File: config.mk
export PLATFORM = sky130hd
export DESIGN_NAME = controle_partida
export DESIGN_NICKNAME = d
export VERILOG_FILES = /design/src/rtl/controle_partida_pkg.sv /design/src/rtl/controle_partida_divisor_tick.sv /design/src/rtl/controle_partida.sv
export SDC_FILE = /design/constraint.sdc
export NUM_CORES = 1
export LEC_CHECK = 0
export BUFFER_PORTS_ARGS = -buffer_cell sky130_fd_sc_hd__buf_2
export CAP_MARGIN = 25
export CORE_ASPECT_RATIO = 2
export CORE_MARGIN = 2
export CORE_UTILIZATION = 50
export DETAILED_ROUTE_END_ITERATION = 7
export PLACE_DENSITY = 0.74
export SYNTH_ARGS = -nofsm -noshare
export SYNTH_HDL_FRONTEND = slang
export SYNTH_SLANG_ARGS = --single-unit
File: constraint.sdc
create_clock -name clock -period 2.75 [get_ports clock]
set_input_delay 0.1375 -clock clock [delete_from_list [all_inputs] [get_ports clock]]
set_output_delay 0.1375 -clock clock [all_outputs]
set_load 0.02 [all_outputs]
File: src/rtl/controle_partida_pkg.sv
// Shared encodings for the chess-clock game sequencer: FSM states and winner codes.
package controle_pkg;

  typedef enum logic [2:0] {
    OCIOSO    = 3'd0,
    CARREGADO = 3'd1,
    VEZ_J1    = 3'd2,
    VEZ_J2    = 3'd3,
    PAUSA     = 3'd4,
    FIM       = 3'd5
  } state_t;

  localparam logic [1:0] NENHUM = 2'd0;
  localparam logic [1:0] J1     = 2'd1;
  localparam logic [1:0] J2     = 2'd2;

endpackage

File: src/rtl/controle_partida_divisor_tick.sv
// Prescaler: counts enabled cycles and emits a registered one-cycle tick every CLOCK_FREQ counts.
module divisor_tick #(
  parameter int CLOCK_FREQ = 50000000
) (
  input  logic clock,
  input  logic reset,
  input  logic en,
  input  logic clr,
  output logic tick
);

  localparam int CW = (CLOCK_FREQ > 1) ? $clog2(CLOCK_FREQ) : 1;
  localparam logic [CW-1:0] LAST = CW'(CLOCK_FREQ - 1);

  logic [CW-1:0] cnt_q, cnt_d;
  logic          tick_q, tick_d;

  // Clear wins over counting, so a turn change never produces a tick.
  always_comb begin
    cnt_d  = cnt_q;
    tick_d = 1'b0;
    if (clr) begin
      cnt_d = '0;
    end else if (en) begin
      if (cnt_q == LAST) begin
        cnt_d  = '0;
        tick_d = 1'b1;
      end else begin
        cnt_d = cnt_q + CW'(1);
      end
    end else begin
      cnt_d = cnt_q;
    end
  end

  always_ff @(posedge clock or negedge reset) begin
    if (!reset) begin
      cnt_q  <= '0;
      tick_q <= 1'b0;
    end else begin
      cnt_q  <= cnt_d;
      tick_q <= tick_d;
    end
  end

  assign tick = tick_q;

endmodule

File: src/rtl/controle_partida.sv
// Chess-clock game sequencer: decides whose timer runs, issues load/bonus strobes, counts moves.
module controle_partida
  import controle_pkg::*;
#(
  parameter int CLOCK_FREQ = 50000000,
  parameter int JOG_W      = 8
) (
  input  logic             clock,
  input  logic             reset,
  input  logic             carga_int,
  input  logic             j1_int,
  input  logic             j2_int,
  input  logic             pausa_int,
  input  logic [6:0]       chaves,
  input  logic             j1_fim,
  input  logic             j2_fim,
  output logic             carga_out,
  output logic [6:0]       valor_carga,
  output logic             en_j1,
  output logic             en_j2,
  output logic             tick,
  output logic             bonus_j1,
  output logic             bonus_j2,
  output logic [JOG_W-1:0] jogadas,
  output logic [2:0]       estado,
  output logic [1:0]       vencedor
);

  function automatic logic [JOG_W-1:0] sat_inc(input logic [JOG_W-1:0] v);
    return (&v) ? v : v + JOG_W'(1);
  endfunction

  state_t           state_q, state_d, turno_q, turno_d;
  logic [6:0]       valor_q, valor_d;
  logic [JOG_W-1:0] jog_q, jog_d;
  logic [1:0]       venc_q, venc_d;
  logic             carga_q, carga_d;
  logic             bonus1_q, bonus1_d, bonus2_q, bonus2_d;
  logic             en1_q, en2_q;
  logic             clr_s, en_s;

  // Next-state and strobe decode; an accepted load overrides everything else.
  always_comb begin
    state_d  = state_q;
    turno_d  = turno_q;
    valor_d  = valor_q;
    jog_d    = jog_q;
    venc_d   = venc_q;
    carga_d  = 1'b0;
    bonus1_d = 1'b0;
    bonus2_d = 1'b0;
    clr_s    = 1'b0;
    if (carga_int && (chaves != 7'd0)) begin
      state_d = CARREGADO;
      valor_d = chaves;
      carga_d = 1'b1;
      jog_d   = '0;
      venc_d  = NENHUM;
      clr_s   = 1'b1;
    end else begin
      case (state_q)
        CARREGADO: begin
          if (j1_int)      state_d = VEZ_J2;
          else if (j2_int) state_d = VEZ_J1;
          else             state_d = state_q;
        end
        VEZ_J1: begin
          if (j1_fim) begin
            state_d = FIM;
            venc_d  = J2;
          end else if (j1_int) begin
            state_d  = VEZ_J2;
            bonus1_d = 1'b1;
            jog_d    = sat_inc(jog_q);
            clr_s    = 1'b1;
          end else if (pausa_int) begin
            state_d = PAUSA;
            turno_d = VEZ_J1;
          end else begin
            state_d = state_q;
          end
        end
        VEZ_J2: begin
          if (j2_fim) begin
            state_d = FIM;
            venc_d  = J1;
          end else if (j2_int) begin
            state_d  = VEZ_J1;
            bonus2_d = 1'b1;
            jog_d    = sat_inc(jog_q);
            clr_s    = 1'b1;
          end else if (pausa_int) begin
            state_d = PAUSA;
            turno_d = VEZ_J2;
          end else begin
            state_d = state_q;
          end
        end
        PAUSA: begin
          if (pausa_int) state_d = turno_q;
          else           state_d = state_q;
        end
        default: state_d = state_q;
      endcase
    end
  end

  // The prescaler only advances while a turn keeps running, so the pausing edge does not count.
  assign en_s = ((state_q == VEZ_J1) || (state_q == VEZ_J2)) && (state_d == state_q);

  always_ff @(posedge clock or negedge reset) begin
    if (!reset) begin
      state_q  <= OCIOSO;
      turno_q  <= VEZ_J1;
      valor_q  <= 7'd0;
      jog_q    <= '0;
      venc_q   <= NENHUM;
      carga_q  <= 1'b0;
      bonus1_q <= 1'b0;
      bonus2_q <= 1'b0;
      en1_q    <= 1'b0;
      en2_q    <= 1'b0;
    end else begin
      state_q  <= state_d;
      turno_q  <= turno_d;
      valor_q  <= valor_d;
      jog_q    <= jog_d;
      venc_q   <= venc_d;
      carga_q  <= carga_d;
      bonus1_q <= bonus1_d;
      bonus2_q <= bonus2_d;
      en1_q    <= (state_d == VEZ_J1);
      en2_q    <= (state_d == VEZ_J2);
    end
  end

  divisor_tick #(.CLOCK_FREQ(CLOCK_FREQ)) u_divisor (
    .clock (clock),
    .reset (reset),
    .en    (en_s),
    .clr   (clr_s),
    .tick  (tick)
  );

  assign estado      = state_q;
  assign valor_carga = valor_q;
  assign jogadas     = jog_q;
  assign vencedor    = venc_q;
  assign carga_out   = carga_q;
  assign bonus_j1    = bonus1_q;
  assign bonus_j2    = bonus2_q;
  assign en_j1       = en1_q;
  assign en_j2       = en2_q;

endmodule

Yosys cells after proc, flatten, opt, wreduce, memory -nomap -nowiden
Cells that the tools add are included.
{ "totals": {"out_inout_bits": 26, "elab_cells": 91, "in_bits": 15, "reg_bits": 55} }
{ "classes": {"add_sub_neg": 2, "bitwise": 1, "muxes": 45, "n_eq_ne": 20, "reduce_logical": 11} }
{ "op_table": {"columns": ["cell", "count"], "rows": [
  ["26-bit two-way mux", 3],
  ["8-bit two-way mux", 6],
  ["3-bit two-way mux", 15],
  ["26-bit by 1-bit adder with 26-bit output (second input constant)", 1],
  ["26-bit equality test (second input constant)", 1],
  ["3-bit inequality test (second input constant)", 6],
  ["8-bit case mux with 2 select lines", 1],
  ["8-bit AND reduction", 2],
  ["1-bit two-way mux", 13],
  ["3-bit by 2-bit equality test with 1-bit output (second input constant)", 4],
  ["2-bit inequality test (second input constant)", 6],
  ["3-bit case mux with 4 select lines", 1],
  ["8-bit by 1-bit adder with 8-bit output (second input constant)", 1],
  ["7-bit nonzero test", 1],
  ["2-bit two-way mux", 3],
  ["3-bit case mux with 2 select lines", 1],
  ["5-bit AND reduction", 1],
  ["2-bit case mux with 2 select lines", 1],
  ["2-bit nonzero test", 2],
  ["3-bit by 1-bit equality test with 1-bit output (second input constant)", 1],
  ["3-bit equality test", 1],
  ["3-bit equality test (second input constant)", 1],
  ["3-bit AND reduction", 1],
  ["3-bit nonzero test", 1],
  ["other kinds (4)", 5]
]} }

Depth between registers and ports, before layout
Gate-level depths: netlist of the first run.
{ "logic_depth": {"ltp_word": 9, "depth_mapped": 9, "ltp_nobuf": 7} }

Hierarchy
From an unflattened synthesis of the first run, not the netlist that was laid out.
{ "hier_totals": {"hier_cells": 310, "hier_area_um2": 2950.3} }
{ "modules_own_cells": {"columns": ["mod", "cells_per_inst", "instances", "area_each_um2", "seq_area_each_um2"], "rows": [
  ["divisor_tick", 163, 1, 1500.2, 675.6],
  ["controle_partida", 147, 1, 1450.1, 650.6]
]} }

Worst setup path before layout of the first run
Ideal clock, no wire load.
{ "synth_timing": {"path_type": "reg-to-reg", "startpoint": "register u_divisor.cnt_q[16]", "endpoint": "register u_divisor.cnt_q[25]", "arrival_ns": 2.441, "setup_time_ns": 0.124, "path_buffers": 0, "t_required_ns": 2.626, "path_slack_ns": 0.185, "path_stages_with_launch": 7, "synth_period_minus_slack_ns": 2.565, "cell_sequence": "dfrtp_1 -> or4b_1 -> or4_4 -> nor4_4 -> inv_2 -> and4_4 -> a211o_1"} }
{ "synth_between": {"elab_chain_len": 4, "elab_cells_between_ends": 5, "cone_classes": "add/sub: 1; eq/ne: 1; mux: 3"} }
{ "synth_lines": {"columns": ["item", "line_no", "text"], "rows": [
  ["start, declared", "controle_partida_divisor_tick.sv:15", "logic [CW-1:0] cnt_q, cnt_d;"],
  ["start signal, assigned", "controle_partida_divisor_tick.sv:41", "cnt_q <= cnt_d;"],
  ["26-bit by 1-bit adder with 26-bit output / 26-bit equality test (equally long branches)", "controle_partida_divisor_tick.sv:29, controle_partida_divisor_tick.sv:25", null],
  ["26-bit two-way mux *", "controle_partida_divisor_tick.sv:25", "if (cnt_q == LAST) begin"],
  ["26-bit two-way mux *", "controle_partida_divisor_tick.sv:24", "end else if (en) begin"],
  ["26-bit two-way mux *", "controle_partida_divisor_tick.sv:22", "if (clr) begin"]
]} }
Every way passes the cells marked *; elsewhere a longest branch is shown, timed or not. The select of a mux whose other input is x is not followed.
A chain may end at the register's enable or synchronous reset.

Worst setup path after layout of the first run
{ "layout_timing": {"startpoint": "register u_divisor.cnt_q[16]", "endpoint": "register u_divisor.cnt_q[24]"} }
The elaborated chain is that of the path after synthesis.

==> results of run 1 <==
[worst min-delay path by stage]
stage	endpoint	slack [ps]	depth (start not counted)
after detailed placement	jogadas[5]$_DFFE_PN0P_	300	2
after global placement	carga_out$_DFF_PN0_	300	2
final	valor_carga[6]$_DFFE_PN0P_	50	3
after CTS	valor_carga[6]$_DFFE_PN0P_	50	3
after global routing	valor_carga[2]$_DFFE_PN0P_	60	3
after floorplan	bonus_j1$_DFF_PN0_	-160	0
[state kept, by name, summed over array words and instances, names as in the netlist, 2 cells and up]
| name | cells |
|---|---|
| vencedor | 2 |
| u_divisor.cnt_q | 26 |
| estado | 3 |
| jogadas | 8 |
| valor_carga | 7 |
[power groups by stage]
stage	clock network (mW)	registers, mW	logic [mW]
3_5_place_dp	0	0.919	0.513
4_1_cts	0.649	0.903	0.520
2_1_floorplan	0	0.932	0.311
5_1_grt	0.678	0.914	0.575
6_report	0.638	0.904	0.519
3_3_place_gp	0	0.915	0.509
[cell type report]
cell class	count	area, um^2
fillers	523	2246
repair buffers	62	367.9
well taps	61	76.32
multi-input cells	257	1569
flip-flops and latches	53	1326
clock inverters	3	21.27
clock buffers	5	125.1
inverters	7	26.28
[routing by layer]
metal,wire length (um),part of all wire,vias to the layer above
met3,262,0.034,34
met1,2961,0.38,1391
met4,415,0.053,0
met5,0,0,-
met2,4180,0.53,79
li1,-,-,1352
[synthesized netlist by cell type (all sizes together), types with 8 or more instances]
cell,instances,area [um^2]
o21ai,15,75.07
o211ai,17,127.6
o31ai,8,60.06
or4,9,71.32
a21oi,14,70.07
clkbuf,11,41.29
nand3,15,75.07
nand2,47,178.9
nor2,27,101.4
dfrtp,53,1326
nand4,8,50.05
nor3,11,55.05
nand2b,8,50.05
[cells by family after synthesis]
family | Yosys count
AOI/OAI and AO/OA | 84
xor gates and xnor gates | 6
adders and majority gates | 2
buffers and inverters | 23
DFF | 53
muxes | 2
and+or+nand+nor | 163
[tightest hold or removal path, stage by stage]
cell and delay [ps]:
buf_2 80, nand2_1 50, nand2_1 50
[placed cells by master, fill, tap and decap left out, types with 5 or more instances in the layout]
cell type  instances
dfrtp_1           53
nand2_1           46
buf_2             40
nor2_1            27
buf_4             21
o211ai_1          17
nand3_1           15
a21oi_1           14
nor3_1            11
o21ai_0            9
or4_1              8
nand2b_1           8
o31ai_1            8
nand4_1            8
and3_1             7
inv_1              6
or3_1              6
o21ai_1            6
nor2b_1            5
a31oi_1            5
clkbuf_16          5
[timing repair]
action                                  CTS  global route
endpoints found under the hold margin    53             0
endpoints found under the setup margin    0            19
hold buffers                              1             0
buffers inserted                          0             0
[through the flow]
stage                     std cells  area, um^2  hold WS (ps)  utilization
after floorplan                 333        2994        -158.1            -
after global placement          439        3356         298.5       0.5828
after detailed placement        439        3356         295.7       0.5828
after CTS                       448        3512         49.70       0.6100
after global routing            448        3512         59.28       0.6100
final                           448        3512         49.60       0.6100
==> reports/summary.txt, run 1 <==
CTS Buf Count = 5
Post-route DRC = 8
RR Endpoint = u_divisor.cnt_q[24]$_DFFE_PN0P_
GRT overflow = 0
Power per cell area = 586.8 nW/um^2
Layout area overhead = 17.30%
Largest net degree at the start of global routing = 54
Critical path fanouts, max = 16
Routed Antenna Nets = 0
Final Skew = 6.313 ps
GRT met1 Usage = 0.2593
Antenna diode instance count = 0
Critical path cell sequence = or4b_1 -> or4_4 -> nor4_4 -> inv_2 -> nand2_2 -> o211ai_1
Critical Path AT = 2790 ps
Slowest cell on crit path = or4b_1
H-tree depth = 2
Simple-gate area share of the yosys netlist = 0.2892
Worst Reg-to-Reg Cells = 6
Crit. path cell count = 6
Compound-Gate Fraction of Synth Area = 0.2018
Fin. max-slew vios = 0
Total Power = 2.061 mW
Clock slew at reported path FFs = 70 ps
Pint = 1.366 mW
Psw = 0.6947 mW
Post-synth EDFFs = 0
Worst-Skew Late Latency = 300 ps
Distinct cells, synth = 64
Slew headroom = 0.5592
Number of global-route vias before repair = 2870
Root buffer cell = clkbuf_16
Static leakage = 1.519 nW
Worst Min Path Start = chaves[6]
Failing checks = design-rule violations
Via count = 2856
Final WL = 7.820 mm
Crit path launch = u_divisor.cnt_q[16]$_DFFE_PN0P_
Ys async rst share = 1.000
GRT Overall Usage = 0.2490
Met2 Track Usage GR = 0.4526
Max-capacitance violation count = 0
Cts repair resizes = 0
Pre-CTS WS = 12.29 ps
Vert. Die Dim = 113.4 um
Final worst-path cycle share = 0.9548
Flop pwr share = 0.439
Port Buf Inserts = 40
Met3 usage = 0.03175
Crit path buffers/inverters = 1
Initial Util = 0.5200
WP data required = 2920 ps
Mapped Nets = 350
Switching share of power = 0.3371
RSZ-0062 raised after global routing = no
Gpl congestion = 0.9070
First-pass GRT wire length = 12.97 mm
Post-detailed-route via-to-cell ratio = 6.375
Die X-Extent = 58.72 um
Clock period minus worst slack = 2626 ps
Sum Neg Setup Slack = 0 ps
Die area = 6661 um^2
Final setup margin = 124.3 ps
Syn Inst Count = 333
Dpl hpwl = 5.586 mm
Worst setup EP type = flop
Fin. Hold Viols = 0
Reg2reg start = u_divisor.cnt_q[16]$_DFFE_PN0P_
Mux contribution to synthesized area = 0.007104
Delay-heaviest family, CP = simple AND/OR/NAND/NOR gates
Synth Area per Inst = 8.991 um^2
Primary FF master, synth = dfrtp_1
Crit-path max cell delay = 560 ps
HP Class = in2reg
Most Crowded Layer GR = met2
Post-synthesis adder-cell area fraction = 0.008358
Slew @ Worst Pin = 661.1 ps
CTS Buffer Depth = 2
Post-synthesis sequential element count = 53
Drt first pass iters = 6
Routed WL per cell = 17.46 um
Ports = 41
Comb power frac = 0.252
Worst VDD drop = 0.0003185 V
First-iteration detailed-routing DRC count = 171
Fin nets = 403
CP Launch Type = flop
R2r setup slk = 120 ps
Critical Path End = u_divisor.cnt_q[24]$_DFFE_PN0P_
Synth Area in XOR/XNOR = 0.01755
Clock network power share = 0.310
Syn Std Cell Area = 2994 um^2
Core footprint = 5758 um^2
Layout cells sized above 1 = 0.2119
Status = finished, violations left
FP Rows = 39
Register area share after synthesis = 0.4430
CTS Sinks = 53
Max Clk Rate = 380.9 MHz
Crit Path Class = reg2reg
Main combinational cell family by area after synthesis = simple AND/OR/NAND/NOR gates
Initial antenna violation count = 0
CTS tree = yes
Ys Warns = 0
Final Setup Violations = 0
(Power assumes the default switching activity.)
==> run 2: changes to the inputs <==
- RECOVER_POWER: not set -> 25
- SLEW_MARGIN: not set -> 5
==> reports/summary.txt, run 2 (synthesis results as in run 1) <==
Die area = 6661 um^2
Reg2reg start = u_divisor.cnt_q[16]$_DFFE_PN0P_
Pint = 1.359 mW
Layout cells sized above 1 = 0.1602
Clock period minus worst slack = 2633 ps
FILL cells = 540
FF+latch area = 1326 um^2
Biggest register = u_divisor.cnt_q
Final worst-path cycle share = 0.9574
Number of flip-flops in the largest register = 26
Clock network power share = 0.311
Slew @ Worst Pin = 1297 ps
Switching share of power = 0.3398
Final setup margin = 117.2 ps
Fin. max-slew vios = 0
Crit-path max cell delay = 560 ps
Post-detailed-route via-to-cell ratio = 6.362
Routed WL per cell = 17.48 um
Drt first pass iters = 7
Non-filler cells, final = 448
Initial antenna violation count = 0
Most Crowded Layer GR = met2
CP Launch Type = flop
Post-CTS setup repair buffer count = 0
Core footprint = 5758 um^2
Max-capacitance violation count = 0
Ports = 41
Final Skew = 7.044 ps
Root buffer cell = clkbuf_16
Sum Neg Setup Slack = 0 ps
CTS tree = yes
Static leakage = 1.442 nW
Worst Min Path Start = chaves[6]
Max Clk Rate = 379.8 MHz
Placed Cells incl. Taps = 439
Gpl congestion = 0.9070
Critical Path AT = 2800 ps
Die X-Extent = 58.72 um
Largest net degree at the start of global routing = 54
Cts repair resizes = 0
CTS Buf Count = 5
Failing checks = design-rule violations
GRT Overall Usage = 0.2490
Worst-Skew Late Latency = 300 ps
Crit path launch = u_divisor.cnt_q[16]$_DFFE_PN0P_
Clock slew at reported path FFs = 70 ps
Hold Path Depth = 3
Critical path cell sequence = or4b_1 -> or4_4 -> nor4_4 -> inv_2 -> nand2_2 -> o211ai_1
Worst setup EP type = flop
RR Endpoint = u_divisor.cnt_q[24]$_DFFE_PN0P_
Initial Util = 0.5200
Fin nets = 403
Comb power frac = 0.249
Most frequent cells in the layout = 53 x dfrtp_1, 46 x nand2_1, 27 x nor2_1
Crit Path Class = reg2reg
First-iteration detailed-routing DRC count = 175
Number of global-route vias before repair = 2870
Total Power = 2.058 mW
Status = finished, violations left
Most common cell after layout, fill and taps aside = dfrtp_1
Met3 usage = 0.03175
Worst VDD drop = 0.0003211 V
Vert. Die Dim = 113.4 um
GRT overflow = 0
R2r setup slk = 120 ps
Final Setup Violations = 0
Critical path fanouts, max = 16
Power per cell area = 590.6 nW/um^2
Worst Reg-to-Reg Cells = 6
Slowest cell on crit path = or4b_1
Worst Hold Path EP = valor_carga[6]$_DFFE_PN0P_
RSZ-0062 raised after global routing = no
Layout area overhead = 16.38%
WP data required = 2920 ps
Antenna diode instance count = 0
GRT met1 Usage = 0.2593
Final WL = 7.831 mm
FP Rows = 39
Routed Antenna Nets = 0
Pre-CTS WS = 12.29 ps
Fin. Hold Viols = 0
HP Class = in2reg
H-tree depth = 2
Dpl hpwl = 5.586 mm
Psw = 0.6993 mW
CTS Buffer Depth = 2
Via count = 2850
Slew headroom = 0.1355
CTS Sinks = 53
First-pass GRT wire length = 12.97 mm
Flop pwr share = 0.440
Post-route DRC = 8
Met2 Track Usage GR = 0.4526
Area of the multi-input gates = 1569 um^2
Port Buf Inserts = 40
-- run 2: cell count changes in the layout (fill, tap and decap cells not counted), sizes merged --
cell / before / now
clkbuf: 5 / 26
buf: 61 / 40
-- run 2: worst max-delay path: cells and delay by family, from the launching register on --
family                 cells  cell delay [ps]
AO/OA/AOI/OAI              1              160
flip-flops                 1              460
buffers and inverters      1              120
AND/OR/NAND/NOR            4             1780
-- run 2: final cells by class --
class / instances / area share
Clock buffer: 5 / 0.03591
Clock inverter: 3 / 0.006104
Inverter: 7 / 0.007540
Multi-Input combinational cell: 257 / 0.4503
Sequential cell: 53 / 0.3806
Tap cell: 61 / 0.02190
Timing Repair Buffer: 62 / 0.09767
-- run 2: metal layers --
layer | part of all wire | vias to the layer above
met5 | 0 | -
met4 | 0.049 | 0
met3 | 0.041 | 29
met2 | 0.54 | 87
met1 | 0.37 | 1389
li1 | - | 1345
-- run 2: power groups by stage --
stage / Combinational [mW] / Clock (mW) / Sequential (mW)
floorplan: 0.311 / 0 / 0.932
global placement: 0.509 / 0 / 0.915
detailed placement: 0.513 / 0 / 0.919
CTS: 0.520 / 0.649 / 0.903
global route: 0.568 / 0.678 / 0.916
finish: 0.512 / 0.641 / 0.905
-- run 2: worst max path at each step --
stage,endpoint,slack (ps),cells after the start
6_report,u_divisor.cnt_q[24]$_DFFE_PN0P_,120,6
4_1_cts,u_divisor.cnt_q[24]$_DFFE_PN0P_,3,6
2_1_floorplan,u_divisor.cnt_q[25]$_DFFE_PN0P_,180,6
3_5_place_dp,u_divisor.cnt_q[24]$_DFFE_PN0P_,10,6
5_1_grt,u_divisor.cnt_q[0]$_DFFE_PN0P_,1,7
3_3_place_gp,u_divisor.cnt_q[24]$_DFFE_PN0P_,120,6
-- run 2: repair_timing --
action | in CTS | in global routing
endpoints found under the setup margin | 0 | 19
hold buffers | 1 | 0
hold endpoints to repair | 53 | 0
-- run 2: metrics by stage --
| stage | instance area, um^2 | util | hold slack [ps] |
|---|---|---|---|
| 2_1_floorplan | 2994 | - | -158.1 |
| 3_3_place_gp | 3356 | 0.5828 | 298.5 |
| 3_5_place_dp | 3356 | 0.5828 | 295.7 |
| 4_1_cts | 3512 | 0.6100 | 49.70 |
| 5_1_grt | 3485 | 0.6052 | 59.28 |
| 6_report | 3485 | 0.6052 | 49.50 |
